[src/rtl/pontuacao_pkg.sv]
// -----------------------------------------------------------------------------
// pontuacao_pkg
// Shared types and constants for the round controller and its error counter.
//   estado_t      : round controller state encoding (3-bit)
//   ROD_W         : width of the round index
//   ERR_W         : width of the per-round error count
//   PTS_W         : width of the running score
//   PTS_MAX       : saturated score value
//   satura_pontos : score capture that never lets the running score go down
// -----------------------------------------------------------------------------
package pontuacao_pkg;

  typedef enum logic [2:0] {
    OCIOSO  = 3'd0,
    JOGANDO = 3'd1,
    CALCULA = 3'd2,
    CAPTURA = 3'd3,
    FIM     = 3'd4
  } estado_t;

  localparam int ROD_W = 4;
  localparam int ERR_W = 8;
  localparam int PTS_W = 8;

  localparam logic [PTS_W-1:0] PTS_MAX = 8'hFF;

  // A calculator result below the current score means its 8-bit sum wrapped;
  // pin the score at the maximum instead of letting it fall.
  function automatic logic [PTS_W-1:0] satura_pontos(input logic [PTS_W-1:0] novo,
                                                     input logic [PTS_W-1:0] atual);
    return (novo < atual) ? PTS_MAX : novo;
  endfunction

endpackage

[src/rtl/contador_saturado.sv]
// -----------------------------------------------------------------------------
// contador_saturado
// Up-counter with synchronous clear that sticks at all-ones.
//   clock       in   system clock, rising edge
//   reset       in   synchronous active-low reset
//   limpar      in   synchronous clear (wins over incrementar)
//   incrementar in   count enable
//   valor       out  registered count
//   valor_inc   out  saturated value+1, available combinationally so the
//                    parent can act on the count it is about to load
// -----------------------------------------------------------------------------
module contador_saturado #(
  parameter int W = 8
) (
  input  logic         clock,
  input  logic         reset,
  input  logic         limpar,
  input  logic         incrementar,
  output logic [W-1:0] valor,
  output logic [W-1:0] valor_inc
);

  logic [W-1:0] valor_q;
  logic [W-1:0] valor_d;

  assign valor_inc = (&valor_q) ? valor_q : valor_q + W'(1);

  always_comb begin
    // NOTE: every always_comb output gets a default first, otherwise a path
    // that does not assign it infers a latch.
    valor_d = valor_q;
    if (limpar) begin
      valor_d = '0;
    end else if (incrementar) begin
      valor_d = valor_inc;
    end
  end

  // NOTE: state flops use non-blocking assignments so every flop samples the
  // pre-edge values; the reset is sampled on the edge like any other input.
  always_ff @(posedge clock) begin
    if (!reset) begin
      valor_q <= '0;
    end else begin
      valor_q <= valor_d;
    end
  end

  assign valor = valor_q;

endmodule

[src/rtl/controle_rodada.sv]
// -----------------------------------------------------------------------------
// controle_rodada
// Round controller upstream of the score calculator. Counts rounds and errors,
// strobes the calculator at each round end and captures its result into the
// running score that feeds back into the calculator.
//
// Parameters:
//   MAX_ERROS   errors in one round that end the game (1..255)
//   NUM_RODADAS rounds in a full game (1..16)
// Ports:
//   clock, reset       rising-edge clock, synchronous active-low reset
//   iniciar            start/restart pulse (honoured in OCIOSO and FIM)
//   jogada_errada      one pulse per wrong player input
//   fim_rodada         player finished the round's sequence
//   pontos_calc        calculator result, sampled one cycle after the strobe
//   rodada             current round index, 0-based
//   erros              errors in the current round
//   calcular_pontos    one-cycle calculator strobe
//   pontos_acumulados  running score
//   jogando/fim_jogo/vitoria  status decoded from registered state
// Configuration:
//   CONTROLE_RODADA_SATURA_EN  when defined, a captured score lower than the
//                              current one (calculator wrap) saturates to 8'hFF
// -----------------------------------------------------------------------------
module controle_rodada
  import pontuacao_pkg::*;
#(
  parameter int MAX_ERROS   = 3,
  parameter int NUM_RODADAS = 16
) (
  input  logic             clock,
  input  logic             reset,
  input  logic             iniciar,
  input  logic             jogada_errada,
  input  logic             fim_rodada,
  input  logic [PTS_W-1:0] pontos_calc,
  output logic [ROD_W-1:0] rodada,
  output logic [ERR_W-1:0] erros,
  output logic             calcular_pontos,
  output logic [PTS_W-1:0] pontos_acumulados,
  output logic             jogando,
  output logic             fim_jogo,
  output logic             vitoria
);

  localparam logic [ERR_W-1:0] LIMITE  = ERR_W'(MAX_ERROS);
  localparam logic [ROD_W-1:0] ULTIMA  = ROD_W'(NUM_RODADAS - 1);

  estado_t          estado_q, estado_d;
  logic [ROD_W-1:0] rodada_q, rodada_d;
  logic [PTS_W-1:0] pontos_q, pontos_d;
  logic             calc_q, calc_d;
  logic             venceu_q, venceu_d;

  logic             erros_limpar;
  logic             erros_incrementar;
  logic [ERR_W-1:0] erros_inc;
  logic [PTS_W-1:0] pontos_capturados;

  contador_saturado #(
    .W (ERR_W)
  ) u_erros (
    .clock       (clock),
    .reset       (reset),
    .limpar      (erros_limpar),
    .incrementar (erros_incrementar),
    .valor       (erros),
    .valor_inc   (erros_inc)
  );

`ifdef CONTROLE_RODADA_SATURA_EN
  assign pontos_capturados = satura_pontos(pontos_calc, pontos_q);
`else
  assign pontos_capturados = pontos_calc;
`endif

  always_comb begin
    estado_d          = estado_q;
    rodada_d          = rodada_q;
    pontos_d          = pontos_q;
    venceu_d          = venceu_q;
    erros_limpar      = 1'b0;
    erros_incrementar = 1'b0;

    unique case (estado_q)
      OCIOSO: begin
        rodada_d     = '0;
        pontos_d     = '0;
        venceu_d     = 1'b0;
        erros_limpar = 1'b1;
        if (iniciar) estado_d = JOGANDO;
      end

      JOGANDO: begin
        erros_incrementar = jogada_errada;
        // The error is counted before the round end is considered, so a
        // simultaneous limit-reaching error forfeits the round's points.
        if (jogada_errada && (erros_inc == LIMITE)) begin
          estado_d = FIM;
          venceu_d = 1'b0;
        end else if (fim_rodada) begin
          estado_d = CALCULA;
        end
      end

      CALCULA: estado_d = CAPTURA;

      CAPTURA: begin
        pontos_d = pontos_capturados;
        if (rodada_q == ULTIMA) begin
          estado_d = FIM;
          venceu_d = 1'b1;
        end else begin
          rodada_d     = rodada_q + ROD_W'(1);
          erros_limpar = 1'b1;
          estado_d     = JOGANDO;
        end
      end

      FIM: begin
        if (iniciar) begin
          rodada_d     = '0;
          pontos_d     = '0;
          venceu_d     = 1'b0;
          erros_limpar = 1'b1;
          estado_d     = JOGANDO;
        end
      end

      default: estado_d = OCIOSO;
    endcase

    // Strobe is registered alongside the state, so it is high exactly for
    // the cycle spent in CALCULA.
    calc_d = (estado_d == CALCULA);
  end

  always_ff @(posedge clock) begin
    if (!reset) begin
      estado_q <= OCIOSO;
      rodada_q <= '0;
      pontos_q <= '0;
      calc_q   <= 1'b0;
      venceu_q <= 1'b0;
    end else begin
      estado_q <= estado_d;
      rodada_q <= rodada_d;
      pontos_q <= pontos_d;
      calc_q   <= calc_d;
      venceu_q <= venceu_d;
    end
  end

  assign rodada            = rodada_q;
  assign pontos_acumulados = pontos_q;
  assign calcular_pontos   = calc_q;
  assign jogando           = (estado_q == JOGANDO);
  assign fim_jogo          = (estado_q == FIM);
  assign vitoria           = (estado_q == FIM) && venceu_q;

endmodule

[config.mk]
export PLATFORM = sky130hd
export DESIGN_NAME = controle_rodada
export DESIGN_NICKNAME = d
export VERILOG_FILES = /design/src/rtl/pontuacao_pkg.sv /design/src/rtl/contador_saturado.sv /design/src/rtl/controle_rodada.sv
export SDC_FILE = /design/constraint.sdc
export NUM_CORES = 1
export LEC_CHECK = 0
export BUFFER_PORTS_ARGS = -buffer_cell sky130_fd_sc_hd__buf_2
export CAP_MARGIN = 20
export CORE_ASPECT_RATIO = 1.5
export CORE_UTILIZATION = 52
export DETAILED_ROUTE_END_ITERATION = 8
export PLACE_DENSITY = 0.84
export SYNTH_ARGS = -nofsm -noshare
export SYNTH_HDL_FRONTEND = slang
export SYNTH_HIERARCHICAL = 1
export SYNTH_SLANG_ARGS = --single-unit
[constraint.sdc]
create_clock -name clock -period 3.3 [get_ports clock]
set_clock_uncertainty 0.15 [all_clocks]
set_input_delay 0.165 -clock clock [delete_from_list [all_inputs] [get_ports clock]]
set_output_delay 0.165 -clock clock [all_outputs]
set_load 0.02 [all_outputs]
==> results.cfg, run 1 <==
[run_status]
status = complete, no violations

[timing]
min_period_ps = 2860
hold_violations = 0
fmax_mhz = 350
slew_violations = 0
finalSetupTns_ps = 0
setup_ws_ps = 441
rsz0062_at_grt = false
worst_pin_slew_ps = 694
setup-violations-final = 0
slew_headroom_pct = 53.3
post-route-period-util_pct = 86.7

[placement]
dp_worst_setup_slack_ps = 471
place_congestion = 0.901
post-dp-hpwl_mm = 2.53
io_buffers = 36

[clock_network]
cts_resized = 0
cts_buffer_depth = 2
worstSkewPairLatency_ps = 310
post_cts_buffers = 0
path_clk_slew_ps = 130
root_buffer = clkbuf_4
cts_buffers = 3
htreeDepth = 1
cts_tree = yes
cts_num_sinks = 25

[detailed_routing]
drtAntennaViolNets = 0
first_pass_iters = 5
num_vias = 1354
drt_iter0_markers = 31
vias_per_cell = 5.79
routed_wl_mm = 3.48
wl_per_cell_um = 14.9
drc = 0

[floorplan]
pin_count = 37
die_area_um2 = 2950
fp.dieW_um = 44.7
initial_core_util_pct = 56.7
rows = 22
core_area_um2 = 2500
fp.dieH_um = 66.0

[power_and_ir_drop]
p_total_mw = 0.519
leakage_nw = 0.695
peakVddDrop_v = 0.000240
powerDensity_nw_per_um2 = 304

[global_routing]
grt_pass1_wl_mm = 5.87
gr-total-overflow = 0
grt_start_max_net_pins = 14
antenna_found_initial = 0
grt_pass1_vias = 1342
grtUsageTotal_pct = 26.7

[setup_path]
worst-path-buf-inv = 0
required_ps = 3390
rrSetupSlack_ps = 440
critPathTopFamily = simple AND/OR/NAND/NOR gates
critical_path_arrival_ps = 2950
endpoint_kind = flop
path_class = flop to flop
crit_chain = ha_1, and2_4, nor4b_2, a21oi_1, or4b_4, nor4_4, or4bb_1, nor4bb_4
max_stage_delay_ps = 540
critPathMaxFanout = 9
reg2reg_depth = 8
worstReg2RegStart = u_erros/valor[0]
start_kind = flop
regToRegEndpoint = calcular_pontos
cp_slowest_cell = or4b_4

[synthesis]
synth_cells = 157
synth_seq_area_share_pct = 35.2
syn_area_um2 = 1420
synth_nets = 172
synth_warnings = 6
synth_flop_cell = dfxtp_1
avgSynthCellArea_um2 = 9.05
synth_edf_count = 0
async_reset_ff_share_pct = 0
ys_types = 47
yosys_register_bits = 25

[cells_and_area]
num-fill-cells = 202
layout.nets = 214
area_delta_synth_final_pct = 20.1
antenna_cells = 0
seqCellArea_um2 = 500
multiInputGateArea_um2 = 852
layout-drive-gt1-share_pct = 27.3

[min_path]
min_path_cells = 3
min-delay-start = pontos_calc[7]
worstHoldPathType = input port to flop
holdPathEnd = pontos_acumulados[7]

[run]
maxCapViolCount = 0
[flip-flops by register name, summed over array words and instances, names as in the netlist]
signal,count
estado_q,3
pontos_acumulados,8
u_erros/valor,8
rodada,4
venceu_q,1
calcular_pontos,1
[synthesized netlist by cell type (4+ instances only)]
library cell	number	share of area, %
nand3_1	6	2.1
a21oi_1	8	2.8
nor2_1	9	2.4
nand2b_1	6	2.6
dfxtp_1	25	35
nor2b_1	11	4.8
a22oi_1	8	4.2
nand2_1	16	4.2
mux2i_1	6	4.2
buf_2	4	1.4
[worst min-delay path, cell delays in order]
cell and delay [ps]:
buf_2 90, a22oi_1 90, nor2b_1 120
[stage by stage]
step | hold slack (ps) | util [%] | cells | instance area (µm²)
after global placement | 287 | 63.9 | 222 | 1600
after detailed placement | 295 | 63.9 | 222 | 1600
final | 34.9 | 68.1 | 234 | 1710
after CTS | 23.2 | 68.1 | 234 | 1710
after floorplan | 178 | - | 157 | 1420
after global routing | 6.68 | 68.1 | 234 | 1710
[layer usage]
metal	global-route usage [%]	vias up	routed length, µm
met1	27.7	642	1310
met2	52.8	50	1970
li1	-	656	-
met4	7.20	0	40
met3	3.55	6	151
met5	0	-	0
[timing repair]
action,CTS,global route
hold buffers,8,0
endpoints found under the setup margin,0,0
hold endpoints to repair,8,0
[cell type report]
class	instances	share of cell area (%)
multi-input combinational	121	49.9
sequential	25	29.3
timing repair buffer	46	16.1
tap	36	2.64
clock buffer	4	1.54
inverter	2	0.440
[power breakdown]
group	internal (mW)	switching [mW]	total, mW
logic	0.0347	0.0405	0.0751
registers	0.306	0.00550	0.311
clock network	0.0472	0.0857	0.133
[worst max path at each step]
stage,startpoint,end,cells past startpoint
6_report,u_erros/valor[0],calcular_pontos,8
5_1_grt,u_erros/valor[0],calcular_pontos,8
4_1_cts,u_erros/valor[0],calcular_pontos,8
3_5_place_dp,u_erros/valor[0],calcular_pontos,8
3_3_place_gp,u_erros/valor[0],calcular_pontos,8
2_1_floorplan,u_erros/valor[0],calcular_pontos,10
[logic make-up after synthesis]
kind of cell               Yosys count  share of synthesized area [%]
and+or+nand+nor                     69                           30.6
AOI/OAI and AO/OA                   38                           19.0
DFF                                 25                           35.2
buffers and inverters               11                           4.84
muxes                                8                           6.07
xor gates and xnor gates             4                           2.47
adders and majority gates            2                           1.76
[cells in the final DEF, fill, tap and decap left out, types with 2 or more instances in the layout]
cell type      netlist  final
a31oi_1              3      3
dfxtp_1             25     25
nor2_1               9      9
nand2_1             16     16
xnor2_1              3      3
ha_1                 2      2
mux2i_1              6      6
clkbuf_4             0      3
and2_1               3      3
inv_1                2      2
dlygate4sd3_1        0      8
nor2b_1             11     11
nor3_1               2      2
and3_1               3      3
a22oi_1              8      8
a311oi_1             2      2
nand3_1              6      6
o21ai_0              3      3
a41oi_1              3      3
a21oi_1              8      8
buf_2                4     36
buf_4                0      2
nand2b_1             6      6
a211oi_1             2      2
nand3b_1             2      2
Power figures use the tool's default switching activity.
==> inputs of run 2 (changes only) <==
--- a/config.mk
+++ b/config.mk
@@ -11,6 +11,7 @@
 export CORE_UTILIZATION = 52
 export DETAILED_ROUTE_END_ITERATION = 8
 export PLACE_DENSITY = 0.84
+export RECOVER_POWER = 50
 export SYNTH_ARGS = -nofsm -noshare
 export SYNTH_HDL_FRONTEND = slang
 export SYNTH_HIERARCHICAL = 1
==> results.cfg, run 2 (same netlist as run 1, synthesis figures left out) <==
[run_status]
status = complete, no violations

[power_and_ir_drop]
powerDensity_nw_per_um2 = 309
leakage_nw = 0.603
internal-power_mw = 0.387
p_comb_share_pct = 14.4
clockPowerShare_pct = 25.6
peakVddDrop_v = 0.000239
p_total_mw = 0.519
p_seq_share_pct = 60.0
p_switching_mw = 0.132
swShare_pct = 25.4

[timing]
rsz0062_at_grt = false
fmax_mhz = 349
slew_headroom_pct = 52.9
finalSetupTns_ps = 0
worst_pin_slew_ps = 698
slew_violations = 0
min_period_ps = 2860
setup_ws_ps = 438
hold_violations = 0
whs_ps = 34.9
post-route-period-util_pct = 86.7
setup-violations-final = 0

[setup_path]
cp_slowest_cell = or4b_4
endpoint_kind = flop
critPathMaxFanout = 9
critical_path_arrival_ps = 2950
worst-path-buf-inv = 0
path_class = flop to flop
max_stage_delay_ps = 540
start_kind = flop
crit_chain = ha_1, and2_4, nor4b_2, a21oi_1, or4b_4, nor4_4, or4bb_1, nor4bb_4
critPathTopFamily = simple AND/OR/NAND/NOR gates
required_ps = 3390

[clock_network]
cts_buffers = 3
htreeDepth = 1
cts_resized = 0
path_clk_slew_ps = 130
root_buffer = clkbuf_4
cts_num_sinks = 25
worstSkewPairLatency_ps = 310
cts_tree = yes
hold_buffers = 8
cts_buffer_depth = 2
post_cts_buffers = 0

[global_routing]
gr-total-overflow = 0
grtUsageTotal_pct = 26.7
antenna_found_initial = 0
grt_start_max_net_pins = 14
grt_pass1_vias = 1342
grt_pass1_wl_mm = 5.87

[detailed_routing]
met3_wirelength_um = 165
dr_wl_met2_mm = 1.97
wl_met1_mm = 1.35
routed_wl_mm = 3.54
topRoutingLayerUsed = met4
num_vias = 1358
drt_iter0_markers = 25
wl_per_cell_um = 15.1
first_pass_iters = 4
drc = 0
vias_per_cell = 5.80
drtAntennaViolNets = 0

[cells_and_area]
antenna_cells = 0
layout-drive-gt1-share_pct = 16.7
layout.nets = 214
layout_common_cells = dfxtp_1 (25), clkbuf_1 (22), nand2_1 (16), buf_2 (16), nor2b_1 (11)
final_common_cell = dfxtp_1
area_delta_synth_final_pct = 18.0

[placement]
post-dp-hpwl_mm = 2.53
io_buffers = 36
place_congestion = 0.901
dp_worst_setup_slack_ps = 471

[min_path]
worstHoldPathType = input port to flop

[floorplan]
fp.dieH_um = 66.0
pin_count = 37
die_area_um2 = 2950
core_area_um2 = 2500
initial_core_util_pct = 56.7
rows = 22
fp.dieW_um = 44.7

[run]
maxCapViolCount = 0
[run 2: path summary, 6_finish.rpt]
path,startpoint,to,slack (ps),cells after the start
worst max-delay path,u_erros/valor[0],calcular_pontos,440,8
worst min register to register,u_erros/valor[6],u_erros/valor[6],380,2
worst min-delay path,pontos_calc[7],pontos_acumulados[7],30,3
worst max register to register,u_erros/valor[0],calcular_pontos,440,8
[run 2: worst min-delay path, cell delays in order]
cell	delay [ps]
buf_2	90
a22oi_1	90
nor2b_1	120
[run 2: cell type report]
| cell class | count | area, µm² |
|---|---|---|
| Sequential cell | 25 | 500 |
| Inverter | 2 | 7.51 |
| Fill cell | 217 | 827 |
| Clock buffer | 4 | 26.3 |
| Timing Repair Buffer | 46 | 246 |
| Tap cell | 36 | 45.0 |
| Multi-Input combinational cell | 121 | 852 |
[run 2: power by group through the flow]
stage / clock [mW] / combinational, mW / sequential (mW)
6_report: 0.133 / 0.0745 / 0.311
5_1_grt: 0.157 / 0.0809 / 0.312
4_1_cts: 0.138 / 0.0737 / 0.311
3_5_place_dp: 0 / 0.0663 / 0.317
3_3_place_gp: 0 / 0.0633 / 0.317
2_1_floorplan: 0 / 0.0434 / 0.318
[run 2: through the flow]
stage | instance area, µm² | cells | util [%]
6_report | 1680 | 234 | 67.0
5_1_grt | 1680 | 234 | 67.0
3_3_place_gp | 1600 | 222 | 63.9
4_1_cts | 1710 | 234 | 68.1
2_1_floorplan | 1420 | 157 | -
3_5_place_dp | 1600 | 222 | 63.9
[run 2: per-layer routing]
metal / GRT usage (%) / vias to the layer above
met3: 3.55 / 10
li1: - / 653
met4: 7.20 / 0
met2: 52.8 / 55
met1: 27.7 / 640
met5: 0 / -
==> inputs of run 3 (changes only) <==
--- a/config.mk
+++ b/config.mk
@@ -12,6 +12,7 @@
 export DETAILED_ROUTE_END_ITERATION = 8
 export PLACE_DENSITY = 0.84
 export RECOVER_POWER = 50
+export REMOVE_ABC_BUFFERS = 1
 export SYNTH_ARGS = -nofsm -noshare
 export SYNTH_HDL_FRONTEND = slang
 export SYNTH_HIERARCHICAL = 1
==> results.cfg, run 3 (same netlist as run 1, synthesis figures left out) <==
[min_path]
worstHoldPathType = input port to flop

[timing]
hold_violations = 0
fmax_mhz = 355
slew_violations = 0
min_period_ps = 2820
slew_headroom_pct = 52.1
rsz0062_at_grt = false
setup-violations-final = 0
finalSetupTns_ps = 0
worst_pin_slew_ps = 711
post-route-period-util_pct = 85.3

[clock_network]
hold_buffers = 9
cts_buffer_depth = 2
cts_num_sinks = 25
cts_tree = yes
cts_resized = 0
htreeDepth = 1
path_clk_slew_ps = 140
root_buffer = clkbuf_4
worstSkewPairLatency_ps = 310
post_cts_buffers = 0
cts_buffers = 3

[floorplan]
core_area_um2 = 2500
pin_count = 37
die_area_um2 = 2950
rows = 22
initial_core_util_pct = 56.7
fp.dieH_um = 66.0
fp.dieW_um = 44.7

[setup_path]
endpoint_kind = flop
critical_path_arrival_ps = 2910
path_class = flop to flop
required_ps = 3390
start_kind = flop
critPathMaxFanout = 9

[placement]
io_buffers = 36
place_congestion = 0.852
post-dp-hpwl_mm = 2.35
place_area_um2 = 1590

[detailed_routing]
num_vias = 1313
drc = 0
wl_per_cell_um = 13.9
vias_per_cell = 5.61
first_pass_iters = 4
routed_wl_mm = 3.26
drt_iter0_markers = 38
drtAntennaViolNets = 0

[power_and_ir_drop]
leakage_nw = 0.604
powerDensity_nw_per_um2 = 308
peakVddDrop_v = 0.000161

[cells_and_area]
layout_common_cells = dfxtp_1 (25), clkbuf_1 (21), nand2_1 (16), buf_2 (15), nor2b_1 (11)
layout-drive-gt1-share_pct = 16.7
final_common_cell = dfxtp_1
final_cell_area_um2 = 1680
area_delta_synth_final_pct = 18.5
layout.nets = 214
num-fill-cells = 223
antenna_cells = 0

[global_routing]
gr-total-overflow = 0
grt_start_max_net_pins = 15
grtUsageTotal_pct = 23.5
grt_pass1_vias = 1248
grt_pass1_wl_mm = 5.25
antenna_found_initial = 0

[run_status]
status = complete, no violations

[run]
maxCapViolCount = 0
-- run 3: worst max-delay path, stage by stage (launching register included) --
cell	delay, ps
dfxtp_1	390
ha_1	330
and2_4	230
nor4b_2	330
a21oi_1	120
or4b_4	540
nor4_4	300
or4bb_1	190
nor4bb_4	170
-- run 3: report_power, final --
| part | switching, mW | internal [mW] |
|---|---|---|
| Sequential | 0.00485 | 0.306 |
| Clock | 0.0886 | 0.0452 |
| Combinational | 0.0392 | 0.0350 |
-- run 3: worst paths after layout --
check / start / end / slack, ps / cells after the start
min reg2reg: u_erros/valor[5] / u_erros/valor[5] / 380 / 2
min: reset / pontos_acumulados[1] / 30 / 2
max reg2reg: u_erros/valor[0] / calcular_pontos / 480 / 8
max: u_erros/valor[0] / calcular_pontos / 480 / 8
-- run 3: routing by layer --
metal | GRT usage (%) | vias to the layer above | share of wire (%)
met4 | 9.47 | 0 | 1.6
met5 | 0 | - | 0
met3 | 4.64 | 6 | 5.3
met2 | 45.6 | 46 | 55
li1 | - | 656 | -
met1 | 22.9 | 605 | 38
-- run 3: layout make-up --
type                            count  area, µm²  area share, %
Inverter                            2       7.51          0.446
Timing Repair Buffer               46        251           14.9
Multi-Input combinational cell    121        852           50.6
Sequential cell                    25        500           29.7
Clock buffer                        3       22.5           1.34
Tap cell                           36       45.0           2.67
Clock inverter                      1       5.00          0.297
-- run 3: metrics by stage --
step / std cells / setup slack (ps) / utilization, % / power [mW] / hold slack (ps)
3_3_place_gp: 221 / 636 / 63.6 / 0.380 / 289
3_5_place_dp: 221 / 541 / 63.6 / 0.383 / 298
2_1_floorplan: 148 / 601 / - / 0.360 / 137
6_report: 234 / 485 / 67.2 / 0.518 / 25.1
5_1_grt: 234 / 279 / 67.2 / 0.547 / 31.1
4_1_cts: 234 / 503 / 68.3 / 0.526 / 16.2
